===== src/rtl/filter_pkg.sv =====
// Shared types and constants for the filter front-end blocks.
// Holds pixel/counter widths, the border-width helper and the padder FSM states.
package filter_pkg;

    localparam int PIXEL_W = 24;
    localparam int CNT_W   = 13;

    localparam logic [PIXEL_W-1:0] PAD_VALUE_DEFAULT = 24'h000000;

    typedef enum logic [1:0] {
        IDLE   = 2'd0,
        TOP    = 2'd1,
        ACTIVE = 2'd2,
        BOTTOM = 2'd3
    } pad_state_t;

    // Border pixels/rows per side for an odd kernel.
    function automatic int bw(input int kernel_size);
        return (kernel_size - 1) / 2;
    endfunction

endpackage


===== src/rtl/filter_pad_gen.sv =====
// Border/padding generator: frames a WIDTH x HEIGHT raster with pad pixels so a
// downstream FIFO convolution filter sees full row geometry plus flush rows.
module filter_pad_gen
    import filter_pkg::*;
#(
    parameter int                 WIDTH       = 320,
    parameter int                 HEIGHT      = 240,
    parameter int                 KERNEL_SIZE = 7,
    parameter int                 FLUSH_ROWS  = 1,
    parameter logic [PIXEL_W-1:0] PAD_VALUE   = PAD_VALUE_DEFAULT
) (
    input  logic               clk,
    input  logic               reset,
    input  logic               iValid,
    output logic               iReady,
    input  logic [PIXEL_W-1:0] iData,
    output logic               oValid,
    output logic [PIXEL_W-1:0] oData,
    output logic               oBusy,
    output logic               oFrameDone,
    output pad_state_t         oDbgState
);

    // Handshake: a pixel moves when iValid && iReady at a rising edge. iReady
    // depends only on registered state/counters, so upstream may hold iValid
    // high through pad positions without anything being consumed.

    localparam int BORDER   = bw(KERNEL_SIZE);
    localparam int ROW_LEN  = WIDTH + 2 * BORDER;
    localparam int OUT_ROWS = HEIGHT + 2 * BORDER + FLUSH_ROWS;

    localparam logic [CNT_W-1:0] COL_ACT_FIRST = CNT_W'(BORDER);
    localparam logic [CNT_W-1:0] COL_ACT_END   = CNT_W'(BORDER + WIDTH);
    localparam logic [CNT_W-1:0] COL_LAST      = CNT_W'(ROW_LEN - 1);
    localparam logic [CNT_W-1:0] ROW_TOP_LAST  = CNT_W'(BORDER - 1);
    localparam logic [CNT_W-1:0] ROW_ACT_LAST  = CNT_W'(BORDER + HEIGHT - 1);
    localparam logic [CNT_W-1:0] ROW_LAST      = CNT_W'(OUT_ROWS - 1);

    pad_state_t         r_state;
    pad_state_t         w_state_next;
    logic [CNT_W-1:0]   r_col;
    logic [CNT_W-1:0]   r_row;
    logic               r_ovalid;
    logic [PIXEL_W-1:0] r_odata;
    logic               r_done;

    logic w_in_act_col;
    logic w_act_pos;
    logic w_pad_pos;
    logic w_xfer;
    logic w_advance;
    logic w_col_last;
    logic w_frame_last;

    always_comb begin
        w_in_act_col = (r_col >= COL_ACT_FIRST) && (r_col < COL_ACT_END);
        w_act_pos    = (r_state == ACTIVE) && w_in_act_col;
        w_pad_pos    = (r_state == TOP) || (r_state == BOTTOM) ||
                       ((r_state == ACTIVE) && !w_in_act_col);
        w_xfer       = w_act_pos && iValid;
        // Pad positions never stall; active positions advance only on a transfer.
        w_advance    = w_pad_pos || w_xfer;
        w_col_last   = (r_col == COL_LAST);
        w_frame_last = (r_state == BOTTOM) && w_col_last && (r_row == ROW_LAST);
    end

    always_comb begin
        w_state_next = r_state;
        case (r_state)
            IDLE:    if (iValid) w_state_next = (BORDER > 0) ? TOP : ACTIVE;
            TOP:     if (w_col_last && (r_row == ROW_TOP_LAST)) w_state_next = ACTIVE;
            ACTIVE:  if (w_advance && w_col_last && (r_row == ROW_ACT_LAST)) w_state_next = BOTTOM;
            BOTTOM:  if (w_frame_last) w_state_next = IDLE;
            default: w_state_next = IDLE;
        endcase
    end

    always_ff @(posedge clk or negedge reset) begin
        if (!reset) begin
            r_state <= IDLE;
        end else begin
            r_state <= w_state_next;
        end
    end

    always_ff @(posedge clk or negedge reset) begin
        if (!reset) begin
            r_col <= '0;
            r_row <= '0;
        end else if (w_advance) begin
            if (w_col_last) begin
                r_col <= '0;
                r_row <= (r_row == ROW_LAST) ? '0 : r_row + CNT_W'(1);
            end else begin
                r_col <= r_col + CNT_W'(1);
            end
        end
    end

    // oData keeps its last value on idle/stall cycles.
    always_ff @(posedge clk or negedge reset) begin
        if (!reset) begin
            r_ovalid <= 1'b0;
            r_odata  <= '0;
            r_done   <= 1'b0;
        end else begin
            r_ovalid <= w_advance;
            r_done   <= w_frame_last;
            if (w_advance) begin
                r_odata <= w_xfer ? iData : PAD_VALUE;
            end
        end
    end

    assign iReady     = w_act_pos;
    assign oValid     = r_ovalid;
    assign oData      = r_odata;
    assign oFrameDone = r_done;
    assign oBusy      = (r_state != IDLE);
    assign oDbgState  = r_state;

endmodule


===== config.mk =====
export PLATFORM = sky130hd
export DESIGN_NAME = filter_pad_gen
export DESIGN_NICKNAME = d
export VERILOG_FILES = /design/src/rtl/filter_pkg.sv /design/src/rtl/filter_pad_gen.sv
export SDC_FILE = /design/constraint.sdc
export NUM_CORES = 1
export LEC_CHECK = 0
export CORE_MARGIN = 5
export CORE_UTILIZATION = 40
export DETAILED_ROUTE_END_ITERATION = 16
export GPL_ROUTABILITY_DRIVEN = 0
export PLACE_DENSITY = 0.69
export SYNTH_ARGS = -nofsm -noshare
export SYNTH_HDL_FRONTEND = slang
export SYNTH_SLANG_ARGS = --single-unit

===== constraint.sdc =====
create_clock -name clk -period 4.95 [get_ports clk]
set_clock_uncertainty 0.2 [all_clocks]
set_input_delay 0.99 -clock clk [delete_from_list [all_inputs] [get_ports clk]]
set_output_delay 0.99 -clock clk [all_outputs]
set_load 0.03 [all_outputs]

==> results of run 1 <==
-- cells by family (layout without fill, tap and decap cells) --
| kind of cell | after synthesis | count (layout) | synth area share [%] |
|---|---|---|---|
| AO/OA/AOI/OAI | 63 | 63 | 16.8 |
| XOR/XNOR | 8 | 8 | 2.64 |
| adder cells (fa/ha/maj) | 9 | 9 | 4.24 |
| buffers and inverters | 22 | 78 | 5.55 |
| flip-flops | 54 | 54 | 50.8 |
| multiplexers | 2 | 2 | 0.847 |
| AND/OR/NAND/NOR | 86 | 86 | 19.2 |
-- worst min-delay path by stage --
stage	startpoint	to	slack, ps	cells past startpoint
after CTS	reset	oData[17]	270	1
after global routing	reset	oData[17]	260	1
after global placement	r_row[12]	r_row[12]	270	1
after detailed placement	r_row[12]	r_row[12]	280	1
final	reset	oData[17]	270	1
after floorplan	r_row[12]	r_row[12]	250	1
-- registers in the layout, indices dropped and copies added, names as in the netlist --
name / count
oData: 24
r_col: 13
r_row: 13
oDbgState: 2
oFrameDone: 1
oValid: 1
-- worst max-delay path: stages (launching register included) --
cell	delay, ps
dfrtp_1	490
nor4_4	410
a21oi_1	200
nor3_1	210
clkdlybuf4s50_1	700
-- final cells by class --
class | count | area share (%)
timing repair buffer | 60 | 17.5
clock buffer | 5 | 2.06
inverter | 10 | 1.12
multi-input combinational | 168 | 35.0
clock inverter | 3 | 0.862
tap | 77 | 2.89
sequential | 54 | 40.5
-- power by group through the flow --
stage	Combinational (µW)	Clock [µW]	Sequential, µW
after global placement	821	0	659
after floorplan	350	0	832
after global routing	883	298	679
after CTS	830	279	659
final	820	270	659
after detailed placement	828	0	666
-- routing by layer --
layer	vias to the layer above	wire length (µm)	GRT usage [%]	part of all wire, %
li1	1008	-	-	-
met1	1022	2710	19.0	45
met2	20	3170	26.6	52
met3	4	127	2.98	2.1
met4	0	68	4.15	1.1
met5	-	0	0	0
-- stage by stage --
step	total power (µW)	util, %
final	1750	52.0
after detailed placement	1490	50.4
after global routing	1860	52.0
after global placement	1480	50.4
after CTS	1770	52.0
after floorplan	1180	-
-- cell usage after synthesis (3+ instances only) --
cell type / count
nand3_1: 11
nor3_1: 6
o41ai_1: 3
ha_1: 9
a21oi_1: 6
nor2_1: 11
xnor2_1: 7
and3_2: 3
a31oi_1: 3
nand4_1: 8
a22o_1: 25
and3_1: 5
nand2_1: 18
or4_1: 3
clkbuf_1: 3
o31ai_1: 5
o21ai_0: 19
inv_1: 10
dfrtp_1: 54
==> impl_metrics.py, run 1 <==
metrics = {
    "status": {
        "run_status": "completed",
    },
    "placement": {
        "place.port_buffers": 56,
        "placedCellCount": 369,
        "place_hpwl_um": 4380,
        "placed_cell_area_um2": 3240,
        "pre_cts_slack_ps": 1790,
    },
    "clock_tree": {
        "cts_made_buffers": 5,
        "ctsResizeCount": 0,
        "insertion_delay_ps": 310,
        "tritoncts": "built",
        "htree_levels": 2,
        "cts_setup_buffers": 0,
        "ctsHoldBuffers": 0,
        "path_clk_slew_ps": 110,
        "cts_root_buf": "clkbuf_8",
        "cts_num_sinks": 54,
        "cts_buffer_depth": 2,
    },
    "power": {
        "p_sw_share_pct": 42.4,
        "power.internal_uw": 1010,
        "irDropWorstVdd_mv": 0.193,
        "p_sw_uw": 742,
        "power_frac_comb_pct": 46.9,
        "powerDensity_nw_per_um2": 524,
        "p_leak_uw": 0.00146,
        "seqPwrFrac_pct": 37.7,
        "power_frac_clock_pct": 15.4,
    },
    "synth": {
        "synth-seq-cells": 54,
        "synth_area_um2": 2660,
        "yosysSeqAreaShare_pct": 50.8,
        "async_flop_share_pct": 100,
        "yosys_warnings": 0,
        "synth.avg_cell_area_um2": 10.9,
        "syn-num-nets": 280,
        "synth_area_leaders": "dfrtp_1 51%, a22o_1 8.2%, ha_1 4.2%, o21ai_0 3.6%, nand2_1 2.5%",
        "ys.flop_type": "dfrtp_1",
        "syn_inst": 244,
        "netlist.area_leader.share_pct": 50.8,
        "synth_top_area_cell": "dfrtp_1",
        "ys_types": 44,
        "synth_edf_count": 0,
    },
    "critical_path": {
        "arrival_ps": 2320,
        "worst_setup_path_end_kind": "primary output",
        "worstPathRequired_ps": 3760,
        "worst-path-max-fanout": 7,
        "rr_startpoint": "r_col[3]",
        "worstReg2RegEnd": "r_col[3]",
        "r2r_slack_ps": 2240,
        "cp-endpoint": "iReady",
        "ff2ff_path_depth": 6,
        "worstSetupPathType": "flop to primary output",
        "critical_path.startpoint": "r_col[3]",
        "cp-start-kind": "flop",
    },
    "layout": {
        "nNetsFinal": 335,
        "area_growth_pct": 25.5,
        "final_cells": 377,
        "layout_common_cells": "55 x clkdlybuf4s50_1, 54 x dfrtp_1, 25 x a22o_1, 19 x o21ai_0, 18 x nand2_1",
        "drive_gt1_share_pct": 8.67,
        "num_antenna_cells": 0,
        "final_common_cell": "clkdlybuf4s50_1",
        "nFillCells": 570,
        "multiInputGateArea_um2": 1170,
        "stdcell_area_um2": 3340,
        "seq_area_um2": 1350,
    },
    "sta": {
        "tns_ps": 0,
        "worst_slew_pin_slew_ps": 826,
        "rsz0062_at_grt": "no",
        "finalCritPeriodShare_pct": 70.9,
        "slew_headroom_pct": 44.9,
        "hold_violations": 0,
        "clock.fmax_mhz": 285,
        "period_needed_ps": 3510,
        "fin_hold_ws_ps": 275,
        "fin_ws_ps": 1440,
        "slew_violations": 0,
        "setup_viol": 0,
    },
    "floorplanning": {
        "die_x_um": 91.5,
        "start_util_pct": 41.4,
        "num_rows": 29,
        "die_h_um": 91.5,
        "die_area_um2": 8380,
        "core-area_um2": 6420,
        "io_pins": 57,
    },
    "drt": {
        "wl_per_cell_um": 16.1,
        "final_antenna_net_count": 0,
        "dr.pass1.iters": 4,
        "vias": 2054,
        "drc_errors": 0,
        "routed_wl_um": 6080,
        "via_per_inst": 5.45,
        "drtIter0Drc": 79,
    },
    "min_path": {
        "hold_class": "primary input to asynchronous set/reset pin",
    },
    "global_routing": {
        "grt_pass1_wl_um": 10400,
        "grt.total_usage_pct": 15.2,
        "globalRouteOverflowTotal": 0,
        "grt_max_degree": 49,
        "antenna_found_initial": 0,
        "grt_pass1_vias": 2028,
    },
    "job": {
        "maxCapViolations": 0,
    },
}
Note: power is estimated with default switching activity, not from simulation.
==> run 2: changes to the inputs <==
--- a/config.mk
+++ b/config.mk
@@ -9,7 +9,7 @@
 export CORE_UTILIZATION = 40
 export DETAILED_ROUTE_END_ITERATION = 16
 export GPL_ROUTABILITY_DRIVEN = 0
-export PLACE_DENSITY = 0.69
+export PLACE_DENSITY = 0.72
 export SYNTH_ARGS = -nofsm -noshare
 export SYNTH_HDL_FRONTEND = slang
 export SYNTH_SLANG_ARGS = --single-unit
==> constraint.sdc (replaced) <==
create_clock -name clk -period 2.8 [get_ports clk]
set_clock_uncertainty 0.2 [all_clocks]
set_input_delay 0.56 -clock clk [delete_from_list [all_inputs] [get_ports clk]]
set_output_delay 0.56 -clock clk [all_outputs]
set_load 0.03 [all_outputs]
==> run 2 against run 1 <==
  * Wire length increased by 0.72%
  * Highest routed layer unchanged
  * Non-clock buffer count increased by 6
  * Sequential share of layout area decreased by 0.69 points
  * Die area unchanged
  * Critical path type is now flop to flop
  * Sequential cell count unchanged
  * Combinational power increased by 85%
  * Sequential power increased by 75%
  * Hold slack got worse by 210 ps
==> impl_metrics.py, run 2 (synthesis gave the netlist of run 1 again) <==
metrics = {
    "status": {
        "run_status": "completed",
    },
    "placement": {
        "place.port_buffers": 56,
        "place_hpwl_um": 4430,
        "placedCellCount": 375,
        "placed_cell_area_um2": 3300,
    },
    "drt": {
        "dr.pass1.iters": 4,
        "final_antenna_net_count": 0,
        "vias": 2082,
        "routed_wl_um": 6130,
        "drtIter0Drc": 75,
        "drc_errors": 0,
        "via_per_inst": 5.44,
        "wl_per_cell_um": 16.0,
    },
    "critical_path": {
        "worst-path-max-fanout": 22,
        "worstPathRequired_ps": 2850,
        "arrival_ps": 2610,
        "worst_setup_path_end_kind": "flop",
        "ff2ff_path_depth": 7,
        "rr_startpoint": "r_col[3]",
        "r2r_slack_ps": 240,
        "cp-start-kind": "flop",
        "critical_path.startpoint": "r_col[3]",
        "worstSetupPathType": "flop to flop",
        "worstReg2RegEnd": "oData[22]",
    },
    "power": {
        "p_sw_uw": 1310,
        "seqPwrFrac_pct": 36.9,
        "power_frac_clock_pct": 14.6,
        "power_frac_comb_pct": 48.5,
        "p_sw_share_pct": 41.8,
        "power.internal_uw": 1820,
        "p_leak_uw": 0.00149,
        "irDropWorstVdd_mv": 0.442,
        "powerDensity_nw_per_um2": 923,
    },
    "layout": {
        "stdcell_area_um2": 3390,
        "largest_register_ffs": 24,
        "layout_common_cells": "54 x clkdlybuf4s50_1, 54 x dfrtp_1, 25 x a22o_1, 19 x o21ai_0, 18 x nand2_1",
        "num_antenna_cells": 0,
        "drive_gt1_share_pct": 11.1,
        "area_growth_pct": 27.7,
        "nNetsFinal": 341,
        "final_cells": 383,
    },
    "floorplanning": {
        "die_h_um": 91.5,
        "die_area_um2": 8380,
        "io_pins": 57,
        "num_rows": 29,
        "start_util_pct": 41.4,
        "core-area_um2": 6420,
        "die_x_um": 91.5,
    },
    "clock_tree": {
        "ctsHoldBuffers": 0,
        "ctsResizeCount": 1,
        "cts_buffer_depth": 2,
        "cts_root_buf": "clkbuf_8",
        "path_clk_slew_ps": 100,
        "cts_made_buffers": 5,
        "tritoncts": "built",
        "cts_num_sinks": 54,
        "htree_levels": 2,
        "insertion_delay_ps": 310,
        "cts_setup_buffers": 0,
    },
    "global_routing": {
        "antenna_found_initial": 0,
        "globalRouteOverflowTotal": 0,
        "grt_pass1_wl_um": 10200,
        "grt_pass1_vias": 2092,
        "grt_max_degree": 29,
        "grt.total_usage_pct": 14.8,
    },
    "sta": {
        "worst_slew_pin_slew_ps": 639,
        "setup_viol": 0,
        "rsz0062_at_grt": "no",
        "hold_violations": 0,
        "slew_headroom_pct": 57.4,
        "fin_hold_ws_ps": 62.0,
        "slew_violations": 0,
        "clock.fmax_mhz": 391,
        "tns_ps": 0,
        "finalCritPeriodShare_pct": 91.4,
        "period_needed_ps": 2560,
    },
    "min_path": {
        "hold_class": "primary input to asynchronous set/reset pin",
    },
    "job": {
        "maxCapViolations": 0,
    },
}
## run 2: worst max path at each step
stage | endpoint | slack, ps | cells past startpoint
after floorplan | iReady | 380 | 3
after global placement | iReady | 220 | 4
after detailed placement | r_col[3] | 180 | 7
after CTS | r_col[3] | 140 | 7
after global routing | oData[7] | 40 | 7
final | oData[22] | 240 | 7
## run 2: worst max-delay path, cell delays in order (launching register included)
cell and delay [ps]:
dfrtp_1 430, nor4_4 400, a21oi_1 150, buf_4 170
o41ai_2 350, and2_1 290, buf_4 300, a22o_1 190
## run 2: final cells by class
type                    count  area (µm²)
fillers                   581        3030
clock inverters             1        5.00
multi-input cells         168        1180
flip-flops and latches     54        1350
inverters                  10        37.5
repair buffers             66         638
clock buffers               7        86.3
well taps                  77        96.3
## run 2: routing by layer
metal	up-vias	global-route usage [%]	routed length, µm
met5	-	0	0
met4	0	3.02	29
met3	4	3.88	230
met2	36	24.7	3030
met1	1029	19.4	2840
li1	1013	-	-
## run 2: metrics by stage
step | util (%) | total power [µW] | setup WS, ps
floorplan | - | 2090 | 377
global placement | 51.3 | 2660 | 221
detailed placement | 51.3 | 2700 | 178
CTS | 52.7 | 3150 | 139
global route | 52.9 | 3310 | 40.5
finish | 52.9 | 3130 | 242
## run 2: power groups by stage
stage	Clock [µW]	Sequential, µW	Combinational [µW]
2_1_floorplan	0	1470	619
3_3_place_gp	0	1160	1500
3_5_place_dp	0	1170	1530
4_1_cts	466	1150	1530
5_1_grt	493	1190	1630
6_report	458	1150	1520
